==> src/rtl/mod5_seq_monitor.sv <==
// Sequence monitor for an upstream mod-MOD counter. Locks onto a correctly
// incrementing count, reports wraps while locked, and records the first
// sequencing error (skip, illegal value or stall) until cleared.
module mod5_seq_monitor #(
  parameter int unsigned MOD    = 5,
  parameter int unsigned WRAP_W = 8,
  parameter int unsigned LOCK_N = 2
) (
  input  logic              clk,
  input  logic              rst,
  input  logic [2:0]        count_in,
  input  logic              count_vld,
  input  logic              clr,
  output logic              locked,
  output logic              wrap_pulse,
  output logic [WRAP_W-1:0] wrap_cnt,
  output logic              err,
  output logic [1:0]        err_code
);

  localparam int unsigned StreakW = (LOCK_N < 2) ? 1 : $clog2(LOCK_N + 1);
  localparam logic [StreakW-1:0] LockTgt = StreakW'(LOCK_N);
  localparam logic [2:0]         Last    = 3'(MOD - 1);
  localparam logic [WRAP_W-1:0]  WrapMax = '1;

  localparam logic [1:0] CodeNone    = 2'b00;
  localparam logic [1:0] CodeSkip    = 2'b01;
  localparam logic [1:0] CodeIllegal = 2'b10;
  localparam logic [1:0] CodeStall   = 2'b11;

  typedef enum logic [1:0] {StUnlocked, StLocked, StError} state_e;

  state_e              state_q;
  logic [2:0]          prev_q;
  logic                seeded_q;
  logic [StreakW-1:0]  streak_q;
  logic                locked_q;
  logic                wrap_pulse_q;
  logic [WRAP_W-1:0]   wrap_cnt_q;
  logic                err_q;
  logic [1:0]          err_code_q;

  logic [2:0]          expected;
  logic                illegal;
  logic [StreakW-1:0]  streak_inc;

  // Next legal count after prev, and sample legality.
  always_comb begin
    expected   = (prev_q == Last) ? 3'd0 : prev_q + 3'd1;
    illegal    = (32'(count_in) >= MOD);
    streak_inc = streak_q + 1'b1;
  end

  // Monitor FSM; all outputs registered alongside the state.
  always_ff @(posedge clk or negedge rst) begin
    if (!rst) begin
      state_q      <= StUnlocked;
      prev_q       <= '0;
      seeded_q     <= 1'b0;
      streak_q     <= '0;
      locked_q     <= 1'b0;
      wrap_pulse_q <= 1'b0;
      wrap_cnt_q   <= '0;
      err_q        <= 1'b0;
      err_code_q   <= CodeNone;
    end else begin
      wrap_pulse_q <= 1'b0;
      if (clr) begin
        state_q    <= StUnlocked;
        seeded_q   <= 1'b0;
        streak_q   <= '0;
        locked_q   <= 1'b0;
        wrap_cnt_q <= '0;
        err_q      <= 1'b0;
        err_code_q <= CodeNone;
      end else if (count_vld && (state_q != StError) && illegal) begin
        state_q    <= StError;
        locked_q   <= 1'b0;
        err_q      <= 1'b1;
        err_code_q <= CodeIllegal;
      end else if (count_vld) begin
        case (state_q)
          StUnlocked: begin
            prev_q <= count_in;
            if (!seeded_q) begin
              // First sample after reset/clr only establishes the reference.
              seeded_q <= 1'b1;
              streak_q <= '0;
            end else if (count_in == expected) begin
              if (streak_inc >= LockTgt) begin
                state_q  <= StLocked;
                locked_q <= 1'b1;
                streak_q <= '0;
              end else begin
                streak_q <= streak_inc;
              end
            end else begin
              streak_q <= '0;
            end
          end
          StLocked: begin
            if (count_in == prev_q) begin
              state_q    <= StError;
              locked_q   <= 1'b0;
              err_q      <= 1'b1;
              err_code_q <= CodeStall;
            end else if (count_in == expected) begin
              prev_q <= count_in;
              if ((prev_q == Last) && (count_in == 3'd0)) begin
                wrap_pulse_q <= 1'b1;
                if (wrap_cnt_q != WrapMax) begin
                  wrap_cnt_q <= wrap_cnt_q + 1'b1;
                end
              end
            end else begin
              state_q    <= StError;
              locked_q   <= 1'b0;
              err_q      <= 1'b1;
              err_code_q <= CodeSkip;
            end
          end
          StError: begin
            // Samples are ignored until clr.
          end
          default: begin
            state_q  <= StUnlocked;
            locked_q <= 1'b0;
          end
        endcase
      end
    end
  end

  assign locked     = locked_q;
  assign wrap_pulse = wrap_pulse_q;
  assign wrap_cnt   = wrap_cnt_q;
  assign err        = err_q;
  assign err_code   = err_code_q;

endmodule

==> config.mk <==
export PLATFORM = sky130hd
export DESIGN_NAME = mod5_seq_monitor
export DESIGN_NICKNAME = d
export VERILOG_FILES = /design/src/rtl/mod5_seq_monitor.sv
export SDC_FILE = /design/constraint.sdc
export NUM_CORES = 1
export LEC_CHECK = 0
export BUFFER_PORTS_ARGS = -buffer_cell sky130_fd_sc_hd__buf_2
export CAP_MARGIN = 20
export CELL_PAD_IN_SITES_DETAIL_PLACEMENT = 0
export CELL_PAD_IN_SITES_GLOBAL_PLACEMENT = 2
export CORE_AREA = 3 3 70 72
export DETAILED_ROUTE_END_ITERATION = 8
export DIE_AREA = 0 0 73 75
export PLACE_DENSITY = 0.68
export SYNTH_ARGS = -nofsm -noshare
export SYNTH_HDL_FRONTEND = slang
export SYNTH_SLANG_ARGS = --single-unit
==> constraint.sdc <==
create_clock -name clk -period 2.2 [get_ports clk]
set_input_delay 0.11 -clock clk [delete_from_list [all_inputs] [get_ports clk]]
set_output_delay 0.11 -clock clk [all_outputs]
set_load 0.03 [all_outputs]
-- Word level (Yosys, flattened, before mapping)
Cells that the tools add are included.
- input bits: 7
- memories: 0
- output and inout bits: 13
- bits in writable memories: 0
- memory bits (read-only): 0
- register bits: 21
- latch bits: 0
- div/mod/pow operators: 0
- equal/unequal tests: 17
- reduce and logical (&&, ||, !) cells: 19
- add/subtract/negate cells: 3
- muxes and demuxes: 60
- bitwise operators: 2
- magnitude comparators: 2
- multipliers: 0
- shift-type cells: 0
- operators by type and width (kind ; number):
    8-bit two-way mux ; 8
    2-bit two-way mux ; 21
    1-bit two-way mux ; 25
    2-bit nonzero test ; 7
    4-bit != test, second input constant ; 3
    6-bit AND reduction ; 2
    2-bit != test, second input constant ; 5
    3-bit two-way mux ; 3
    8-bit by 1-bit adder with 8-bit output, second input constant ; 1
    8-bit != test, second input constant ; 1
    7-bit AND reduction ; 1
    3-bit == test ; 2
    2-bit one-hot mux with 3 select lines ; 1
    3-bit one-hot mux with 2 select lines ; 1
    3-bit AND reduction ; 2
    3-bit nonzero test ; 2
    5-bit != test, second input constant ; 1
    4-bit by 3-bit != test with 1-bit output, second input constant ; 1
    3-bit by 1-bit adder with 3-bit output, second input constant ; 1
    3-bit == test, second input constant ; 1
    3-bit greater-or-equal comparator, second input constant ; 1
    1-bit logical AND ; 3
    3-bit zero test ; 1
    3-bit != test, second input constant ; 1
    other kinds (7) ; 8

-- Logic depth before layout (Yosys ltp)
Gate-level depths: netlist of the first run.
- word-level depth: 9
- depth in mapped cells: 9

-- Worst setup path after synthesis of the first run
Ideal clock, no wire load.
- path type: reg-to-reg
- start: reg prev_q[0]
- end: reg prev_q[0]
- path buffers: 0
- data arrival time: 2.004 ns
- required time: 2.075 ns
- stages on the path, launching flop included: 8
- path slack: 0.071 ns
- path through: dfrtp_1 -> inv_1 -> ha_1 -> a21o_1 -> a21oi_1 -> o21ai_2 -> a2111oi_4 -> mux2_2
- cells in the longest elaborated chain, start to end: 5
- elaborated cells between the ends (all ways): 8
- classes of those cells: add/sub: 1; eq/ne: 5; mux: 1; reduce/logical: 1
- RTL lines (element ; line ; RTL):
    start, declared ; 34 ; logic [2:0] prev_q;
    start signal, assigned ; 84 ; prev_q <= count_in;
    start signal, assigned ; 108 ; prev_q <= count_in;
    3-bit by 1-bit adder with 3-bit output or 3-bit == test (tied branches) ; 49 ; expected = (prev_q == Last) ? 3'd0 : prev_q + 3'd1;
    3-bit two-way mux ; 49 ;
    3-bit == test ; 107 ; end else if (count_in == expected) begin
    2-bit != test (no line) ; - ;
    6-bit AND reduction (no line) (*) ; - ;
Mark *: on every way between the ends. The rest lies on a longest branch, timed or not.
A chain may end at the register's enable or synchronous reset.

-- Final worst setup path of the first run
- start: reg prev_q[0]
- end: reg prev_q[2]
The elaborated chain is that of the path after synthesis.

==> metrics.md, run 1 <==
| Metric | Value |
|---|---|
| Status | `finished clean` |
| Maxcap violations | `0` |
| Overall Power | `a little under 0.001 W` |
| Net Sw Frac | `0.323` |
| Fraction of registers with async set/reset | `1.00` |
| Setup violators final | `0` |
| Starting density of the core | `0.305` |
| Antenna violations before repair | `0` |
| Crit path time final | `between 2 and 2.5 ns` |
| Peak supply drop | `0.225 mV` |
| Placer Congestion | `0.755` |
| WP data required | `about 2.4 ns` |
| Worst reg-to-reg path cell count | `6` |
| Final Routed Wirelength | `around 3200 µm` |
| # diodes | `0` |
| Tightest Hold Check Type | `input port to flip-flop` |
| Nets | `~180` |
| Worst path cell trace | `ha_2 -> xor2_1 -> o31ai_2 -> o21ai_2 -> a2111oi_4 -> mux2_2` |
| Pint | `~0.00067 W` |
| Via density per instance | `roughly 5.2` |
| Worst-case clock buffer depth | `2` |
| Combinational Power Share | `0.305` |
| Part of the cycle the worst path needs | `0.983` |
| Post-synth EDFFs | `0` |
| Clock Latency Late Sink | `around 0.26 ns` |
| Die ar. | `approximately 0.0055 mm²` |
| Max Freq | `~0.46 GHz` |
| Mapped Cells | `between 100 and 150` |
| Overflow after GRT | `0` |
| CP Capture Type | `flip-flop` |
| First-pass GRT wire length | `approximately 5200 µm` |
| Clock share of power | `0.264` |
| First DRT Iteration DRCs | `35` |
| Vias in the first global route | `approximately 1.1k` |
| Io pins | `20` |
| Hold_ws | `about 0.23 ns` |
| RSZ-0062 raised after global routing | `true` |
| Commonest cells post-synth | `dfrtp_1, a21oi_1, inv_1, nand2_1, nand3_1` |
| Rows | `24` |
| Hold Path Cell Cnt | `2` |
| Dominant cell type by area after synthesis | `dfrtp_1` |
| Port Buffers | `19` |
| Slowest-stage cell, CP | `a2111oi_4` |
| Crit path capture | `prev_q[2]$_DFFE_PN0P_` |
| Pwr dens | `597 mW/mm²` |
| Flop and latch count out of synthesis | `21` |
| Max FO, Critical Path | `3` |
| Drt wl/cell | `roughly 15 µm` |
| Clock Skew | `approximately 0.0013 ns` |
| Post-synth top area share | `0.396` |
| Final core utilization | `0.382` |
| Sequential area share after synthesis | `0.396` |
| Worst Setup SP | `prev_q[0]$_DFFE_PN0P_` |
| Proportion of layout cells with a drive suffix above 1 | `0.337` |
| Top FF cell, synth | `dfrtp_1` |
| Synth Cell Area | `roughly 0.0013 mm²` |
| Total CTS buffers | `3` |
| Mean Syn Cell Area | `between 9 and 10 µm²` |
| Most frequent cell after synthesis | `dfrtp_1` |
| Chip width | `73 µm` |
| Slowest stage delay, CP | `about 0.4 ns` |
| Area Overhead vs Synth | `25.4%` |
| Synth area leaders | `dfrtp_1, a21oi_1, ha_1, nand3_1, buf_6` |
| Share of power burned in registers | `0.431` |
| Yosys cell types | `45` |
| Clk sink count | `21` |
| Clock Pin Slew Worst Setup and Hold Paths | `about 0.080 ns` |
| R2R Path End | `prev_q[2]$_DFFE_PN0P_` |
| Relative slew slack | `0.662` |
| Core Region | `0.00435 mm²` |
| Leakage | `a little over 0.7 nW` |
| Vias | `~1.1k` |
| H-tree depth | `1` |
| Worst slew pin tran | `about 0.5 ns` |
| CP Class | `flip-flop to flip-flop` |
| Largest net degree at the start of global routing | `24` |
| Syn nets | `around 150` |
| Detailed Place HPWL | `2320 µm` |
| R2R Path Start | `prev_q[0]$_DFFE_PN0P_` |
| Max Slew Vio Count | `0` |
| CTS tree | `done` |
| Post-route antenna net violation count | `0` |
| Startpoint types | `flip-flop` |
| Final hold violations | `0` |
| CTS Root Cell | `clkbuf_8` |
| Die height | `roughly 75 µm` |
| DRC | `0` |
| Flop2flop setup slack | `0.04 ns` |
| Yosys warns | `0` |
| DRT Pass-1 Iters | `4` |
| Gr usage total | `0.123` |
| Switching power | `approximately 0.00032 W` |
| Crit path DAT | `2.31 ns` |
-- worst max-delay path: cells and delay by family, from the launching register on --
| kind | cells | cell delay, ns |
|---|---|---|
| AOI/OAI and AO/OA | 3 | 0.91 |
| DFF | 1 | 0.40 |
| xor gates and xnor gates | 1 | 0.16 |
| adders and majority gates | 1 | 0.21 |
| muxes | 1 | 0.38 |
-- area by class of cell --
type                            count  area, µm²
Timing Repair Buffer               37        240
Tap cell                           52       65.1
Fill cell                         451       2690
Inverter                            8       30.0
Sequential cell                    21        526
Clock buffer                        4       45.0
Multi-Input combinational cell     99        757
-- sequential cells by signal (all words and copies together) (netlist names) --
| signal | count |
|---|---|
| err_code | 2 |
| seeded_q | 1 |
| state_q | 2 |
| streak_q | 2 |
| err | 1 |
| prev_q | 3 |
| wrap_pulse | 1 |
| locked | 1 |
| wrap_cnt | 8 |
-- timing repair --
item                       CTS  global route
resized for setup            1            11
pin swaps                    1            12
hold buffers                 1             0
buffers inserted             0             5
hold endpoints to repair    21             0
setup endpoints to repair    1            11
-- power by group through the flow --
stage / Combinational (W) / Clock (W) / Sequential, W
finish: 0.000303 / 0.000262 / 0.000427
global route: 0.000337 / 0.000283 / 0.000430
CTS: 0.000280 / 0.000275 / 0.000426
detailed placement: 0.000277 / 0 / 0.000434
global placement: 0.000271 / 0 / 0.000432
floorplan: 0.000186 / 0 / 0.000431
-- how the worst min path moves through the flow --
| stage | start | endpoint | slack (ns) |
|---|---|---|---|
| floorplan | rst | err$_DFFE_PN0P_ | -0.19 |
| global placement | rst | wrap_cnt[3]$_DFFE_PN0P_ | 0.11 |
| finish | count_in[2] | prev_q[2]$_DFFE_PN0P_ | 0.23 |
| global route | count_in[1] | prev_q[1]$_DFFE_PN0P_ | 0.23 |
| CTS | count_in[1] | prev_q[1]$_DFFE_PN0P_ | 0.20 |
| detailed placement | rst | wrap_cnt[3]$_DFFE_PN0P_ | 0.11 |
-- stage by stage --
step	std cells	setup slack (ns)	area, µm²	TNS [ns]
finish	221	0.0372	1660	0
floorplan	137	0.0712	1330	0
global placement	212	0.0708	1520	0
CTS	217	0.00146	1580	0
detailed placement	212	0.00133	1520	0
global route	221	-0.0465	1660	-0.280
-- cell families (layout without fill, tap and decap cells) --
logic type,after synthesis,count (layout),synth area share
compound gates,33,33,0.179
xor+xnor,5,5,0.0330
fa+ha+maj,4,4,0.0377
buf+inv,17,49,0.0698
flops,21,21,0.396
mux,4,4,0.0340
simple gates,53,53,0.250
-- cells in the final DEF, fill, tap and decap left out, types with 3 or more instances in the layout --
master / Yosys / layout
dfrtp_1: 21 / 21
a21oi_1: 10 / 6
a21oi_2: 0 / 4
nor3_1: 5 / 5
o21ai_0: 6 / 6
nor2_1: 6 / 6
xnor2_1: 3 / 3
nor2b_1: 4 / 4
nand2_1: 8 / 8
buf_2: 2 / 19
clkbuf_8: 0 / 3
inv_1: 8 / 8
nand3_1: 7 / 7
buf_4: 1 / 15
mux2_2: 3 / 3
or4_1: 3 / 3
o31ai_1: 3 / 3
-- layer usage --
| metal | vias to the layer above | track usage | routed length (µm) |
|---|---|---|---|
| li1 | 570 | - | - |
| met1 | 555 | 0.165 | 1560 |
| met2 | 18 | 0.200 | 1540 |
| met3 | 2 | 0.0227 | 118 |
| met4 | 0 | 0.0430 | 23 |
| met5 | - | 0 | 0 |
Power figures use the tool's default switching activity.
==> run 2, diff against run 1 <==
--- a/config.mk
+++ b/config.mk
@@ -5,6 +5,7 @@
 export SDC_FILE = /design/constraint.sdc
 export NUM_CORES = 1
 export LEC_CHECK = 0
+export ABC_CLOCK_PERIOD_IN_PS = 2200
 export BUFFER_PORTS_ARGS = -buffer_cell sky130_fd_sc_hd__buf_2
 export CAP_MARGIN = 20
 export CELL_PAD_IN_SITES_DETAIL_PLACEMENT = 0
@@ -12,7 +13,7 @@
 export CORE_AREA = 3 3 70 72
 export DETAILED_ROUTE_END_ITERATION = 8
 export DIE_AREA = 0 0 73 75
-export PLACE_DENSITY = 0.68
+export PLACE_DENSITY_LB_ADDON = 0.1
 export SYNTH_ARGS = -nofsm -noshare
 export SYNTH_HDL_FRONTEND = slang
 export SYNTH_SLANG_ARGS = --single-unit
==> run 2 against run 1 <==
Compared with the run above: critical path type unchanged; count of clock-buffer cells in the layout down 1; register-to-register slack barely moved; critical path depth is 3 higher; sequential share of layout area is 0.24 points higher; worst setup slack improved by 0.0069 ns; global-route usage increased by 0.66 points; largest power group unchanged; clock skew is 0.0020 ns higher; non-clock buffer count did not move; first-iteration DRC count decreased by 14%; cell count unchanged.
==> metrics.md, run 2 (same netlist as run 1, synthesis figures left out) <==
| Metric | Value |
|---|---|
| Proportion of layout cells with a drive suffix above 1 | `0.331` |
| Max Slew Vio Count | `0` |
| First-pass GRT wire length | `approximately 5500 µm` |
| Antenna violations before repair | `0` |
| CP Capture Type | `flip-flop` |
| Port Buffers | `19` |
| Final hold violations | `0` |
| Clock Skew | `0.00322 ns` |
| Maxcap violations | `0` |
| Relative slew slack | `0.666` |
| RSZ-0062 raised after global routing | `true` |
| CP Class | `flip-flop to flip-flop` |
| Vias in the first global route | `about 1.2k` |
| Status | `finished clean` |
| Leakage | `roughly 0.7 nW` |
| H-tree depth | `1` |
| CTS Root Cell | `clkbuf_8` |
| Io pins | `20` |
| Post-route antenna net violation count | `0` |
| Startpoint types | `flip-flop` |
| Filler instances | `approximately 450` |
| Nets | `~180` |
| Detailed Place HPWL | `2380 µm` |
| Crit path DAT | `roughly 2.3 ns` |
| # diodes | `0` |
| Core Region | `0.00435 mm²` |
| Placer Congestion | `between 0.7 and 0.8` |
| Total CTS buffers | `3` |
| First DRT Iteration DRCs | `30` |
| Die height | `75 µm` |
| Fin area | `0.00165 mm²` |
| Area of the multi-input gates | `743 µm²` |
| Part of the cycle the worst path needs | `0.980` |
| Starting density of the core | `0.305` |
| Rows | `24` |
| Largest net degree at the start of global routing | `24` |
| Max FO, Critical Path | `9` |
| Via density per instance | `roughly 5.3` |
| Chip width | `~73 µm` |
| Final WS setup | `~0.044 ns` |
| Register Area | `526 µm²` |
| Peak supply drop | `approximately 0.24 mV` |
| Overall Power | `0.00101 W` |
| CTS tree | `done` |
| Crit path time final | `about 2.2 ns` |
| Overflow after GRT | `0` |
| DRT Pass-1 Iters | `4` |
| DP Worst Slack | `-0.0764 ns` |
| Clock Latency Late Sink | `approximately 0.26 ns` |
| Drt wl/cell | `14.8 µm` |
| Final Routed Wirelength | `3270 µm` |
| Die ar. | `~0.0055 mm²` |
| Placed inst area | `between 0.0015 and 0.002 mm²` |
| Most common cell after layout, fill and taps aside | `dfrtp_1` |
| Clk sink count | `21` |
| WP data required | `2.35 ns` |
| Worst-case clock buffer depth | `2` |
| DRC | `0` |
| Gr usage total | `0.130` |
| Vias | `around 1.2k` |
| Most frequent cells in the layout | `dfrtp_1, buf_2, buf_4, inv_1, nand2_1` |
| Tightest Hold Check Type | `input port to flip-flop` |
| Area Overhead vs Synth | `24.4%` |
| Pwr dens | `just over 600 mW/mm²` |
| Max Freq | `0.464 GHz` |
| Setup violators final | `0` |
| Clock Pin Slew Worst Setup and Hold Paths | `about 0.080 ns` |
| Largest register FFs | `8` |
| Worst slew pin tran | `around 0.50 ns` |
| Final core utilization | `0.379` |
## run 2: cell count changes in the layout (fill, tap and decap cells not counted)
cell,previous run,this run
or3_4,1,0
or3_1,2,3
clkbuf_1,1,0
nor4_2,0,1
mux2_2,3,2
a21oi_1,6,7
mux2_4,0,1
nor4_4,1,0
a21oi_2,4,3
clkinv_2,0,1
## run 2: layout make-up
class | count | share of cell area
Timing Repair Buffer | 37 | 0.146
Clock buffer | 3 | 0.0250
Clock inverter | 1 | 0.00303
Tap cell | 52 | 0.0394
Inverter | 8 | 0.0182
Multi-Input combinational cell | 99 | 0.450
Sequential cell | 21 | 0.318
## run 2: worst paths after layout
path	from	end	slack [ns]	cells after the start
max	prev_q[1]$_DFFE_PN0P_	wrap_cnt[7]$_DFFE_PN0P_	0.04	9
max in group asynchronous	rst	prev_q[1]$_DFFE_PN0P_	1.51	2
min reg2reg	streak_q[1]$_DFFE_PN0P_	streak_q[1]$_DFFE_PN0P_	0.52	2
min	count_in[2]	prev_q[2]$_DFFE_PN0P_	0.23	2
max reg2reg	prev_q[1]$_DFFE_PN0P_	wrap_cnt[7]$_DFFE_PN0P_	0.04	9
min in group asynchronous	rst	wrap_cnt[3]$_DFFE_PN0P_	0.35	2
## run 2: per-layer routing
metal | track usage | vias to the layer above | part of all wire
met5 | 0 | - | 0
met4 | 0.0717 | 0 | 0.013
met3 | 0.0227 | 4 | 0.032
met2 | 0.212 | 23 | 0.48
met1 | 0.163 | 580 | 0.47
li1 | - | 565 | -
## run 2: where the power goes
group	internal [W]	total [W]	switching, W
Clock	0.000126	0.000264	0.000137
Combinational	0.000153	0.000317	0.000164
Sequential	0.000404	0.000428	0.0000238
Total	0.000683	0.00101	0.000325
## run 2: critical path, stage by stage (launching register included)
cell and delay (ns):
dfrtp_1 0.38, inv_1 0.06, ha_2 0.19, buf_4 0.13, a21o_1 0.18, a21oi_2 0.17
o21ai_2 0.12, buf_4 0.18, nor4_2 0.29, mux2_1 0.34
## run 2: through the flow
step                cells  TNS (ns)  hold WS [ns]
floorplan             137         0        -0.186
global placement      211         0         0.113
detailed placement    211    -0.110         0.117
CTS                   217         0         0.207
global route          221    -0.297         0.238
finish                221         0         0.234
## run 2: what timing repair did
item | in CTS | in global routing
gates resized for setup | 2 | 8
setup endpoints to repair | 5 | 10
hold endpoints to repair | 21 | 0
setup buffers | 1 | 4
pin swaps | 1 | 13
hold buffers | 1 | 0
==> run 3, diff against run 2 <==
--- a/config.mk
+++ b/config.mk
@@ -10,9 +10,9 @@
 export CAP_MARGIN = 20
 export CELL_PAD_IN_SITES_DETAIL_PLACEMENT = 0
 export CELL_PAD_IN_SITES_GLOBAL_PLACEMENT = 2
-export CORE_AREA = 3 3 70 72
+export CORE_AREA = 3 3 60 84
 export DETAILED_ROUTE_END_ITERATION = 8
-export DIE_AREA = 0 0 73 75
+export DIE_AREA = 0 0 63 87
 export PLACE_DENSITY_LB_ADDON = 0.1
 export SYNTH_ARGS = -nofsm -noshare
 export SYNTH_HDL_FRONTEND = slang
==> run 3 against run 2 <==
Compared with the run above: the run now ends with negative setup slack left; critical path type unchanged; critical path depth down 3; worst setup slack lost 0.052 ns; via count is 2.6% lower; die area increased by 0.11%; critical endpoint is now prev_q[0]$_DFFE_PN0P_; maximum frequency is 2.4% lower; register-to-register slack got worse by 0.05 ns; non-clock buffer count up 1; clock skew down 0.0019 ns.
==> metrics.md, run 3 (same netlist as run 1, synthesis figures left out) <==
| Metric | Value |
|---|---|
| Status | `complete, but fails checks` |
| Failing checks | `negative setup slack` |
| Setup tns final | `-0.0212 ns` |
| Max Slew Vio Count | `0` |
| DRT Pass-1 Iters | `4` |
| Overflow after GRT | `0` |
| First DRT Iteration DRCs | `53` |
| Cell Count, Final, Fillers Out | `230` |
| Final core utilization | `0.400` |
| Tightest Hold Check Type | `input port to flip-flop` |
| Hold_ws | `0.216 ns` |
| Peak supply drop | `between 0.3 and 0.4 mV` |
| Filler instances | `between 400 and 500` |
| Part of the cycle the worst path needs | `1.00` |
| CP Capture Type | `flip-flop` |
| WP data required | `2.36 ns` |
| Most frequent cells in the layout | `dfrtp_1, buf_2, buf_4, nand2_1` |
| CTS tree | `done` |
| Vias in the first global route | `roughly 1.1k` |
| DRC | `0` |
| Core Region | `about 0.0043 mm²` |
| Final WS setup | `-0.00801 ns` |
| Chip width | `about 63 µm` |
| CP Class | `flip-flop to flip-flop` |
| Area Overhead vs Synth | `30.1%` |
| First-pass GRT wire length | `around 5400 µm` |
| Max FO, Critical Path | `4` |
| CTS Root Cell | `clkbuf_8` |
| Leakage | `roughly 0.75 nW` |
| Most common cell after layout, fill and taps aside | `dfrtp_1` |
| # diodes | `0` |
| Max Freq | `roughly 0.45 GHz` |
| Io pins | `20` |
| Pwr dens | `roughly 600 mW/mm²` |
| Final hold violations | `0` |
| Relative slew slack | `0.664` |
| Clk sink count | `21` |
| Crit path DAT | `~2.4 ns` |
| Crit path time final | `2.21 ns` |
| Setup violators final | `3` |
| Vias | `around 1.1k` |
| Drt wl/cell | `around 15 µm` |
| Clock Pin Slew Worst Setup and Hold Paths | `around 0.090 ns` |
| Proportion of layout cells with a drive suffix above 1 | `0.365` |
| Worst slew pin tran | `~0.50 ns` |
| Overall Power | `between 0.001 and 0.0015 W` |
| Gr usage total | `0.126` |
| Nets | `182` |
| Final Routed Wirelength | `around 3400 µm` |
| Startpoint types | `flip-flop` |
| Clock Skew | `between 0.001 and 0.0015 ns` |
| H-tree depth | `1` |
| Clock Latency Late Sink | `around 0.26 ns` |
| Die ar. | `roughly 0.0055 mm²` |
| Largest register FFs | `8` |
| RSZ-0062 raised after global routing | `true` |
| Total CTS buffers | `3` |
| Largest net degree at the start of global routing | `24` |
| Maxcap violations | `0` |
| Antenna violations before repair | `0` |
| Placer Congestion | `about 0.7` |
| Port Buffers | `19` |
| Detailed Place HPWL | `between 2000 and 2500 µm` |
| Via density per instance | `around 5.0` |
| Starting density of the core | `0.308` |
| Die height | `87 µm` |
| Rows | `28` |
| Worst-case clock buffer depth | `2` |
| Post-route antenna net violation count | `0` |
| DP Cell Count | `between 200 and 250` |
[run 3: cell type report]
class	instances	area [µm²]	share of cell area
inverters	8	30.0	0.0174
multi-input cells	99	801	0.464
clock buffers	3	41.3	0.0239
repair buffers	38	248	0.144
clock inverters	1	5.00	0.00290
well taps	60	75.1	0.0435
flip-flops and latches	21	526	0.305
[run 3: per-stage QoR]
| stage | worst slack, ns | area [µm²] |
|---|---|---|
| after floorplan | 0.0712 | 1330 |
| after global placement | -0.00113 | 1530 |
| after detailed placement | -0.0679 | 1530 |
| after CTS | 0.0122 | 1610 |
| after global routing | -0.0808 | 1730 |
| final | -0.00801 | 1730 |
[run 3: metal layers]
layer  wire length (µm)  GRT usage  vias up
met4                 40     0.0562        0
met1               1540      0.159      557
met5                  0          0        -
li1                   -          -      568
met3                 57     0.0155        4
met2               1720      0.215       12
[run 3: worst paths after layout]
| check | start | endpoint | slack, ns | cells past startpoint |
|---|---|---|---|---|
| setup / recovery | prev_q[1]$_DFFE_PN0P_ | prev_q[0]$_DFFE_PN0P_ | -0.008 | 6 |
| hold / removal | count_in[1] | prev_q[1]$_DFFE_PN0P_ | 0.22 | 2 |
| setup reg to reg | prev_q[1]$_DFFE_PN0P_ | prev_q[0]$_DFFE_PN0P_ | -0.008 | 6 |
| hold reg to reg | err$_DFFE_PN0P_ | err$_DFFE_PN0P_ | 0.52 | 2 |
| max in group asynchronous | rst | prev_q[1]$_DFFE_PN0P_ | 1.52 | 2 |
| min in group asynchronous | rst | wrap_cnt[3]$_DFFE_PN0P_ | 0.34 | 2 |
[run 3: timing repair]
action                     4_1_cts  5_1_grt
hold buffers                     1        0
pin swaps                        1       13
hold endpoints to repair        21        0
buffers inserted                 0        5
gates resized for setup          4       17
setup endpoints to repair        7        7
[run 3: critical path, stage by stage, from the launching register on]
cell	delay, ns
dfrtp_1	0.44
ha_2	0.22
xor2_2	0.16
o31ai_4	0.32
o21ai_4	0.12
a2111oi_4	0.50
mux2_4	0.34
[run 3: where the power goes]
| group | switching [W] | total (W) | leakage, nW | internal, W |
|---|---|---|---|---|
| Combinational | 0.000185 | 0.000357 | 0.437 | 0.000173 |
| Sequential | 0.0000296 | 0.000434 | 0.284 | 0.000404 |
| Clock | 0.000143 | 0.000269 | 0.0255 | 0.000126 |
| Total | 0.000357 | 0.00106 | 0.746 | 0.000703 |
